--- src/rtl/approx_pipelined_dadda_multiplier.sv ---
// Three-stage unsigned WIDTH x WIDTH multiplier. Partial products are Dadda-reduced to two rows.
// In approximate mode the low APPROX_COLS product columns are dropped before reduction.
module approx_pipelined_dadda_multiplier #(
    parameter int WIDTH       = 8,
    parameter int APPROX_COLS = 4,
    parameter int CNT_W       = 16
) (
    input  logic               clk,
    input  logic               rst,
    input  logic               in_valid,
    output logic               in_ready,
    input  logic [WIDTH-1:0]   in1,
    input  logic [WIDTH-1:0]   in2,
    input  logic               approx_en,
    output logic               out_valid,
    input  logic               out_ready,
    output logic [2*WIDTH-1:0] out,
    output logic               out_approx,
    output logic [CNT_W-1:0]   approx_count
);
    localparam int PW = 2 * WIDTH;

    // Handshake: a request is taken when in_valid && in_ready, a product leaves when
    // out_valid && out_ready. A held output freezes every stage, so in_ready = !stall.
    logic stall;
    assign stall    = out_valid && !out_ready;
    assign in_ready = !stall;

    logic             s1_valid, s1_approx;
    logic [WIDTH-1:0] s1_a, s1_b;
    logic             s2_valid, s2_approx;
    logic [PW-1:0]    s2_row_a, s2_row_b;
    logic [PW-1:0]    row_a, row_b;

    // Dadda height limits 2, 3, 4, 6, 9, 13, 19 ...
    function automatic int dadda_limit(input int step);
        int d;
        d = 2;
        for (int k = 0; k < step; k++) d = (d * 3) / 2;
        return d;
    endfunction

    always_comb begin : reduce
        logic [WIDTH:0] col [PW];
        logic [WIDTH:0] nxt [PW];
        int             hgt [PW];
        int             nh  [PW];
        int             total, idx, d;
        logic           s, cy;
        total = 0;
        idx   = 0;
        d     = 0;
        s     = 1'b0;
        cy    = 1'b0;
        for (int c = 0; c < PW; c++) begin
            col[c] = '0;
            nxt[c] = '0;
            hgt[c] = 0;
            nh[c]  = 0;
        end
        for (int i = 0; i < WIDTH; i++) begin
            for (int j = 0; j < WIDTH; j++) begin
                col[i+j][hgt[i+j]] = s1_a[i] & s1_b[j] & !(s1_approx && (i + j < APPROX_COLS));
                hgt[i+j] = hgt[i+j] + 1;
            end
        end
        for (int st = 6; st >= 0; st--) begin
            d = dadda_limit(st);
            if (d < WIDTH) begin
                for (int c = 0; c < PW; c++) begin
                    nxt[c] = '0;
                    nh[c]  = 0;
                end
                // Columns are walked LSB first so carries land before their column is counted.
                for (int c = 0; c < PW; c++) begin
                    total = hgt[c] + nh[c];
                    idx   = 0;
                    for (int k = 0; k < WIDTH; k++) begin
                        if (total > d) begin
                            if (total == d + 1) begin
                                s     = col[c][idx] ^ col[c][idx+1];
                                cy    = col[c][idx] & col[c][idx+1];
                                idx   = idx + 2;
                                total = total - 1;
                            end else begin
                                s     = col[c][idx] ^ col[c][idx+1] ^ col[c][idx+2];
                                cy    = (col[c][idx] & col[c][idx+1]) |
                                        (col[c][idx] & col[c][idx+2]) |
                                        (col[c][idx+1] & col[c][idx+2]);
                                idx   = idx + 3;
                                total = total - 2;
                            end
                            nxt[c][nh[c]] = s;
                            nh[c] = nh[c] + 1;
                            if (c + 1 < PW) begin
                                nxt[c+1][nh[c+1]] = cy;
                                nh[c+1] = nh[c+1] + 1;
                            end
                        end
                    end
                    for (int k = 0; k <= WIDTH; k++) begin
                        if (k >= idx && k < hgt[c]) begin
                            nxt[c][nh[c]] = col[c][k];
                            nh[c] = nh[c] + 1;
                        end
                    end
                end
                for (int c = 0; c < PW; c++) begin
                    col[c] = nxt[c];
                    hgt[c] = nh[c];
                end
            end
        end
        for (int c = 0; c < PW; c++) begin
            row_a[c] = col[c][0];
            row_b[c] = col[c][1];
        end
    end

    always_ff @(posedge clk or posedge rst) begin
        if (rst) begin
            s1_valid     <= 1'b0;
            s1_approx    <= 1'b0;
            s1_a         <= '0;
            s1_b         <= '0;
            s2_valid     <= 1'b0;
            s2_approx    <= 1'b0;
            s2_row_a     <= '0;
            s2_row_b     <= '0;
            out_valid    <= 1'b0;
            out          <= '0;
            out_approx   <= 1'b0;
            approx_count <= '0;
        end else begin
            if (!stall) begin
                s1_valid <= in_valid;
                if (in_valid) begin
                    s1_a      <= in1;
                    s1_b      <= in2;
                    s1_approx <= approx_en;
                end
                s2_valid <= s1_valid;
                if (s1_valid) begin
                    s2_row_a  <= row_a;
                    s2_row_b  <= row_b;
                    s2_approx <= s1_approx;
                end
                out_valid <= s2_valid;
                if (s2_valid) begin
                    out        <= s2_row_a + s2_row_b;
                    out_approx <= s2_approx;
                end
            end
            if (out_valid && out_ready && out_approx && (approx_count != '1)) begin
                approx_count <= approx_count + CNT_W'(1);
            end
        end
    end
endmodule

--- config.mk ---
export PLATFORM = sky130hd
export DESIGN_NAME = approx_pipelined_dadda_multiplier
export DESIGN_NICKNAME = d
export VERILOG_FILES = /design/src/rtl/approx_pipelined_dadda_multiplier.sv
export SDC_FILE = /design/constraint.sdc
export NUM_CORES = 1
export LEC_CHECK = 0
export BUFFER_PORTS_ARGS = -buffer_cell sky130_fd_sc_hd__buf_2
export CAP_MARGIN = 10
export CORE_MARGIN = 3
export CORE_UTILIZATION = 30
export DETAILED_ROUTE_END_ITERATION = 10
export HOLD_SLACK_MARGIN = 0.08
export PLACE_DENSITY = 0.55
export SYNTH_ARGS = -nofsm -noshare
export SYNTH_HDL_FRONTEND = slang
export SYNTH_SLANG_ARGS = --single-unit
--- constraint.sdc ---
create_clock -name clk -period 3.95 [get_ports clk]
set_input_delay 0.5925 -clock clk [delete_from_list [all_inputs] [get_ports clk]]
set_output_delay 0.5925 -clock clk [all_outputs]
set_load 0.01 [all_outputs]
### After elaboration in Yosys (flattened, before gate mapping)

Cells that the tools add are included.

| word-level totals | value |
|---|---|
| register bits | 83 |
| output and inout bits | 35 |

| cells by class | value |
|---|---|
| $add $sub $neg | 2 |
| equality and inequality tests | 1 |
| bitwise operators | 334 |
| reductions and logical operators | 10 |

Operators by type and width:

| kind | number |
|---|---|
| $and 1x1->1 | 186 |
| $xor 1x1->1 | 77 |
| $or 1x1->1 | 70 |
| $add 15x15->16 | 1 |
| $add 16x1->16 const B | 1 |
| $ne 16x16->1 const B | 1 |
| $reduce_and 2->1 | 3 |
| $logic_and 1x1->1 | 4 |
| $logic_not 1->1 | 3 |
| $not 1->1 | 1 |

### Logic depth before layout (Yosys ltp)

Gate-level depths: netlist of run 1.

| logic depth | value |
|---|---|
| word-level depth | 13 |
| mapped depth | 9 |
| gate-level depth less buffers | 8 |

### Least setup slack after synthesis of run 1

Ideal clock, no wire load.

| timing path | value |
|---|---|
| path type | reg2reg |
| start point | register s1_b[7] |
| end point | register s2_row_b[7] |
| setup time | 0.125 ns |
| arrival time | 2.826 ns |
| data required time | 3.825 ns |
| slack | 0.999 ns |
| cell stages (with the launch flop) | 9 |
| buffers on the path | 0 |
| period minus slack after synthesis | 2.951 ns |
| cell sequence | dfrtp_1 -> and2_1 -> fa_1 -> fa_1 -> inv_1 -> fa_1 -> inv_1 -> fa_1 -> mux2_2 |

RTL lines:

| what | RTL line | text |
|---|---|---|
| start: declaration | 30 | `logic [WIDTH-1:0] s1_a, s1_b;` |
| start signal: assignment | 139 | `s1_b <= in2;` |
| end signal: assignment | 145 | `s2_row_b <= row_b;` |
| end: declaration | 32 | `logic [PW-1:0] s2_row_a, s2_row_b;` |

==> results of run 1 <==
==> layer usage <==
metal | track usage | wire, µm | up-vias
met5 | 0 | 0 | -
met4 | 0.0366 | 136 | 0
met3 | 0.0298 | 366 | 9
met2 | 0.184 | 4870 | 47
met1 | 0.163 | 5140 | 1712
li1 | - | - | 1735
==> power groups by stage <==
stage / clock, µW / sequential [µW] / combinational (µW)
2_1_floorplan: 0 / 1370 / 1680
5_1_grt: 1010 / 1460 / 2580
3_3_place_gp: 0 / 1410 / 2180
4_1_cts: 972 / 1410 / 2250
6_report: 943 / 1410 / 2200
3_5_place_dp: 0 / 1430 / 2240
==> cell type report <==
| cell class | count | area (µm²) |
|---|---|---|
| clock inverters | 7 | 108 |
| inverters | 43 | 163 |
| well taps | 220 | 275 |
| fillers | 1717 | 10700 |
| multi-input cells | 345 | 2860 |
| repair buffers | 58 | 298 |
| clock buffers | 9 | 225 |
| flip-flops and latches | 83 | 2080 |
==> worst max path at each step <==
stage	startpoint	endpoint	slack, ns
after floorplan	s1_b[7]$_DFFE_PP0P_	s2_row_b[7]$_DFFE_PP0P_	1.0
after global placement	s1_b[7]$_DFFE_PP0P_	s2_row_b[7]$_DFFE_PP0P_	0.91
after detailed placement	s1_b[7]$_DFFE_PP0P_	s2_row_b[7]$_DFFE_PP0P_	0.85
after CTS	s1_b[7]$_DFFE_PP0P_	s2_row_b[7]$_DFFE_PP0P_	0.84
after global routing	s1_b[7]$_DFFE_PP0P_	s2_row_b[7]$_DFFE_PP0P_	0.72
final	s1_b[7]$_DFFE_PP0P_	s2_row_b[7]$_DFFE_PP0P_	0.85
==> flip-flops by register name, indices dropped and copies added (netlist names) <==
| name | flops |
|---|---|
| s1_valid | 1 |
| s2_row_a | 15 |
| s2_row_b | 14 |
| approx_count | 16 |
| s2_valid | 1 |
| s1_a | 8 |
| s2_approx | 1 |
| out_valid | 1 |
| out_approx | 1 |
| out | 16 |
| s1_approx | 1 |
| s1_b | 8 |
==> critical path: cells and delay by family (launching register included) <==
family                   cells  cell delay, ns
buffers and inverters        2            0.10
flip-flops                   1            0.47
AND/OR/NAND/NOR              1            0.22
adder cells (fa/ha/maj)      4            1.93
multiplexers                 1            0.27
==> synthesized netlist by cell type (4+ instances only) <==
| library cell | n |
|---|---|
| inv_1 | 43 |
| xor2_1 | 11 |
| nand2_1 | 73 |
| a21o_1 | 4 |
| and2_1 | 35 |
| nor2_1 | 6 |
| dfrtp_1 | 83 |
| o21ai_0 | 26 |
| fa_1 | 36 |
| buf_2 | 5 |
| mux2_2 | 38 |
| clkbuf_1 | 9 |
| a31oi_1 | 4 |
| a21oi_1 | 11 |
| and3_1 | 9 |
| nand3_1 | 14 |
| xnor2_1 | 10 |
| ha_1 | 22 |
==> through the flow <==
step,cells,utilization,power [µW]
after floorplan,486,-,3040
after global placement,749,0.340,3590
after detailed placement,749,0.340,3670
after CTS,765,0.360,4640
after global routing,765,0.360,5050
final,765,0.360,4550
==> logic make-up after synthesis <==
| family | count (synthesis) |
|---|---|
| DFF | 83 |
| buffers and inverters | 58 |
| adders and majority gates | 58 |
| AOI/OAI and AO/OA | 62 |
| and+or+nand+nor | 165 |
| xor gates and xnor gates | 21 |
| muxes | 39 |
==> impl_metrics.csv, run 1 <==
group,metric,value,unit
power_and_ir_drop,p_int,2720,µW
timing,tns,0,ns
timing,slew_violations,0,
route,drt_first_pass_iters,4,
timing,hold_viol,0,
yosys,synth.avg_cell_area,10.6,µm²
yosys,ys_seq_elements,83,
yosys,synthCells,486,
yosys,synthSimpleGateAreaFrac,0.165,
clocking,cts_hold_buf,0,
clocking,post_cts_buffers,0,
yosys,synth_top_family_by_area,"adder cells",
die,start_util,0.309,
worst_setup_path,timing.rr.end,"s2_row_b[7]$_DFFE_PP0P_",
timing,setup_violations,0,
global_routing,grt_max_degree,55,
global_routing,gr-total-overflow,0,
yosys,synth-warning-count,0,
power_and_ir_drop,p_per_area,758,nW/µm²
power_and_ir_drop,pwr-share-seq,0.309,
status,status,"finished clean",
route,ant_nets,0,
worst_setup_path,cp_slowest_cell,"fa_1",
power_and_ir_drop,power_switching,1830,µW
timing,setup_ws,0.848,ns
yosys,async_flop_share,1.00,
die,num_rows,47,
clocking,htree_levels,3,
place,gp_congestion,0.834,
yosys,synth.top_cell.area_share,0.402,
timing,min_period,3.10,ns
timing,rsz0062_at_grt,"no",
route,wl,10.5,mm
layout,mostFrequentLayoutCells,"dfrtp_1, nand2_1, buf_2",
place,place_ws,0.849,ns
power_and_ir_drop,clkPwrFrac,0.207,
route,wire_per_inst,13.7,µm
layout,nets,619,
power_and_ir_drop,swShare,0.403,
die,coreArea,16700,µm²
clocking,cts_sinks,83,
clocking,worstSkewPairLatency,0.35,ns
clocking,clockRootBuffer,"clkbuf_16",
worst_setup_path,cp.required,4.18,ns
global_routing,antenna_found_initial,0,
clocking,post_cts_resized,0,
global_routing,grt_pass1_wl,17.8,mm
worst_setup_path,path_max_fanout,9,
yosys,synth_edf_count,0,
place,dp_hpwl,8.20,mm
route,drt_iter0_drc,138,
layout,diodes,0,
place,placed_area,5670,µm²
die,io_pins,56,
global_routing,grt_use_total,0.119,
yosys,synth-seq-area-share,0.402,
die,die_y,137,µm
clocking,clk_path_buf_depth,2,
layout,finalInstanceArea,6010,µm²
flow_run,maxCapViolCount,0,
worst_setup_path,worstRegToRegCells,8,
timing,whs,0.421,ns
yosys,synth_fp_nets,565,
worst_setup_path,startpoint_type,"register",
yosys,synthXorXnorAreaFrac,0.0356,
yosys,synth-compound-area-share,0.0749,
power_and_ir_drop,leakage,0.00293,µW
global_routing,grt_pass1_vias,3533,
worst_setup_path,r2r_slack,0.85,ns
die,fp.dieW,137,µm
clocking,clk_pin_slew_worst_paths,0.07,ns
clocking,cts_tree,"built",
route,vias,3503,
worst_setup_path,arrival,3.33,ns
yosys,netlist_top_cells_area,"dfrtp_1, fa_1, mux2_2",
worst_setup_path,r2r-start,"s1_b[7]$_DFFE_PP0P_",
worst_hold_path,hp-class,"in -> async",
layout,syn_to_final_growth,16.4,%
worst_setup_path,slowest_delay,0.52,ns
power_and_ir_drop,vdd_drop_max,344,µV
place,io_buffers,55,
route,drc,0,
worst_setup_path,cp_common_cell,"fa_1",
layout,drive_gt1_frac,0.222,
worst_setup_path,timing.critical_path.cells,"and2_1 > fa_1 > fa_1 > inv_1 > fa_1 > inv_1 > fa_1 > mux2_2",
yosys,synth_area,5160,µm²
yosys,synth.mux.area_fraction,0.0858,
die,design.die.area,18800,µm²
timing,tightestPinTransition,0.936,ns
yosys,synth_cell_types,48,
yosys,yosysTopAreaCell,"dfrtp_1",
timing,worst_slew_margin_rel,0.375,
worst_setup_path,path_class,"reg -> reg",
worst_setup_path,endpoint_kind,"register",
layout,layout_commonest_cell,"dfrtp_1",
timing,worst_clock_skew,0.0117,ns
timing,fmax,322,MHz
route,via_per_inst,4.58,
yosys,synth_top_flop_cell,"dfrtp_1",
yosys,synth_fa_ha_area_frac,0.193,
power_and_ir_drop,comb_power_share,0.484,
clocking,cts_made_buffers,9,
timing,min_period_over_period,0.785,
Power figures use the tool's default switching activity.
==> run 2: changes to the inputs <==
==> constraint.sdc (replaced) <==
create_clock -name clk -period 3 [get_ports clk]
set_input_delay 0.45 -clock clk [delete_from_list [all_inputs] [get_ports clk]]
set_output_delay 0.45 -clock clk [all_outputs]
set_load 0.01 [all_outputs]
==> run 2 against run 1 <==
  * Combinational power up 40%
  * Critical path depth unchanged
  * Sequential share of layout area down 0.84 points
  * Flip-flop and latch count unchanged
  * Non-clock buffer count up 17
  * Power up 35%
  * Largest power group unchanged
  * Register-to-register slack worse by 0.80 ns
  * Critical endpoint is now s2_row_b[8]$_DFFE_PP0P_
==> impl_metrics.csv, run 2 (synthesis results as in run 1) <==
group,metric,value,unit
worst_setup_path,path_max_fanout,4,
power_and_ir_drop,leakage,0.00302,µW
layout,syn_to_final_growth,19.3,%
clocking,cts_hold_buf,0,
place,dp_hpwl,8.45,mm
worst_setup_path,cp.required,3.23,ns
clocking,htree_levels,3,
route,drc,0,
status,status,"finished clean",
timing,tightestPinTransition,0.816,ns
die,design.die.area,18800,µm²
timing,setup_violations,0,
die,num_rows,47,
die,fp.dieW,137,µm
layout,mostFrequentLayoutCells,"dfrtp_1, nand2_1, buf_2",
layout,nets,636,
global_routing,gr-total-overflow,0,
timing,tns,0,ns
layout,layout_commonest_cell,"dfrtp_1",
route,ant_nets,0,
timing,hold_viol,0,
place,placed_area,5770,µm²
layout,finalInstanceArea,6160,µm²
place,gp_congestion,0.826,
die,coreArea,16700,µm²
route,wire_per_inst,13.6,µm
die,die_y,137,µm
timing,fmax,338,MHz
layout,drive_gt1_frac,0.263,
worst_setup_path,arrival,3.18,ns
clocking,clk_pin_slew_worst_paths,0.07,ns
die,start_util,0.309,
global_routing,antenna_found_initial,0,
timing,slew_violations,0,
clocking,cts_tree,"built",
worst_setup_path,startpoint_type,"register",
timing,setup_ws,0.0442,ns
power_and_ir_drop,vdd_drop_max,424,µV
worst_setup_path,endpoint_kind,"register",
place,io_buffers,55,
global_routing,grt_pass1_wl,18.1,mm
route,drt_first_pass_iters,4,
timing,min_period,2.96,ns
timing,worst_clock_skew,0.00885,ns
timing,worst_slew_margin_rel,0.455,
worst_setup_path,path_class,"reg -> reg",
route,vias,3551,
global_routing,grt_pass1_vias,3765,
clocking,clockRootBuffer,"clkbuf_16",
route,via_per_inst,4.54,
clocking,cts_sinks,83,
power_and_ir_drop,p_per_area,994,nW/µm²
global_routing,grt_use_total,0.121,
timing,min_period_over_period,0.985,
layout,diodes,0,
timing,whs,0.228,ns
layout,reg_top3,"approx_count x16, out x16, s2_row_a x15",
flow_run,maxCapViolCount,0,
route,drt_iter0_drc,93,
clocking,worstSkewPairLatency,0.35,ns
timing,rsz0062_at_grt,"yes",
worst_hold_path,hp-class,"in -> async",
die,io_pins,56,
layout,n_fill_cell,1707,
clocking,cts_made_buffers,9,
global_routing,grt_max_degree,48,
place,place_ws,-0.0140,ns
clocking,clk_path_buf_depth,2,
route,wl,10.7,mm
[run 2: changes by cell type in the layout (fill, tap and decap cells not counted), moves of 2 or more]
cell / delta
and2_1: -6
and2_4: +6
buf_4: +17
fa_1: -3
fa_2: +3
inv_8: -2
[run 2: power by group]
group          leakage [µW]  internal, µW  total (µW)  switching, µW
Combinational       0.00181          1420        3090           1670
Clock              0.000164           761        1240            483
Sequential          0.00104          1510        1790            279
Total               0.00302          3690        6120           2430
[run 2: per-layer routing]
layer  track usage  vias to the layer above  wire length (µm)
li1              -                     1759                 -
met1         0.158                     1719              5030
met2         0.194                       60              5080
met3        0.0335                       13               407
met4        0.0394                        0               157
met5             0                        -                 0
[run 2: critical path, stage by stage (launching register included)]
cell	delay, ns
dfrtp_1	0.41
and2_4	0.18
fa_2	0.46
fa_1	0.49
inv_1	0.06
fa_1	0.48
inv_1	0.05
fa_1	0.44
mux2_2	0.27
[run 2: path summary, 6_finish.rpt]
path / endpoint / cells past startpoint / start / slack [ns]
min: s2_row_b[2]$_DFFE_PP0P_ / 2 / rst / 0.23
max reg2reg: s2_row_b[8]$_DFFE_PP0P_ / 8 / s1_b[7]$_DFFE_PP0P_ / 0.04
max in group asynchronous: s2_row_a[7]$_DFFE_PP0P_ / 3 / rst / 1.99
min reg2reg: out[10]$_DFFE_PP0P_ / 2 / out[10]$_DFFE_PP0P_ / 0.47
min in group clk: s1_a[6]$_DFFE_PP0P_ / 2 / in1[6] / 0.33
max: s2_row_b[8]$_DFFE_PP0P_ / 8 / s1_b[7]$_DFFE_PP0P_ / 0.04
[run 2: metrics by stage]
stage                     power [µW]  utilization  std cells
after floorplan                 4010            -        486
after global placement          4800        0.346        762
after detailed placement        4890        0.346        762
after CTS                       6200        0.366        779
after global routing            6810        0.369        782
final                           6120        0.369        782
[run 2: final cells by class]
cell class | count | area [µm²] | share of cell area
multi-input combinational | 345 | 2880 | 0.468
sequential | 83 | 2080 | 0.337
timing repair buffer | 75 | 425 | 0.0691
tap | 220 | 275 | 0.0447
clock buffer | 10 | 239 | 0.0388
inverter | 43 | 163 | 0.0264
clock inverter | 6 | 95.1 | 0.0154
[run 2: timing repair]
item	4_1_cts	5_1_grt
endpoints found under the setup margin	1	9
resized for setup	1	9
pin swaps	1	6
setup buffers	1	3
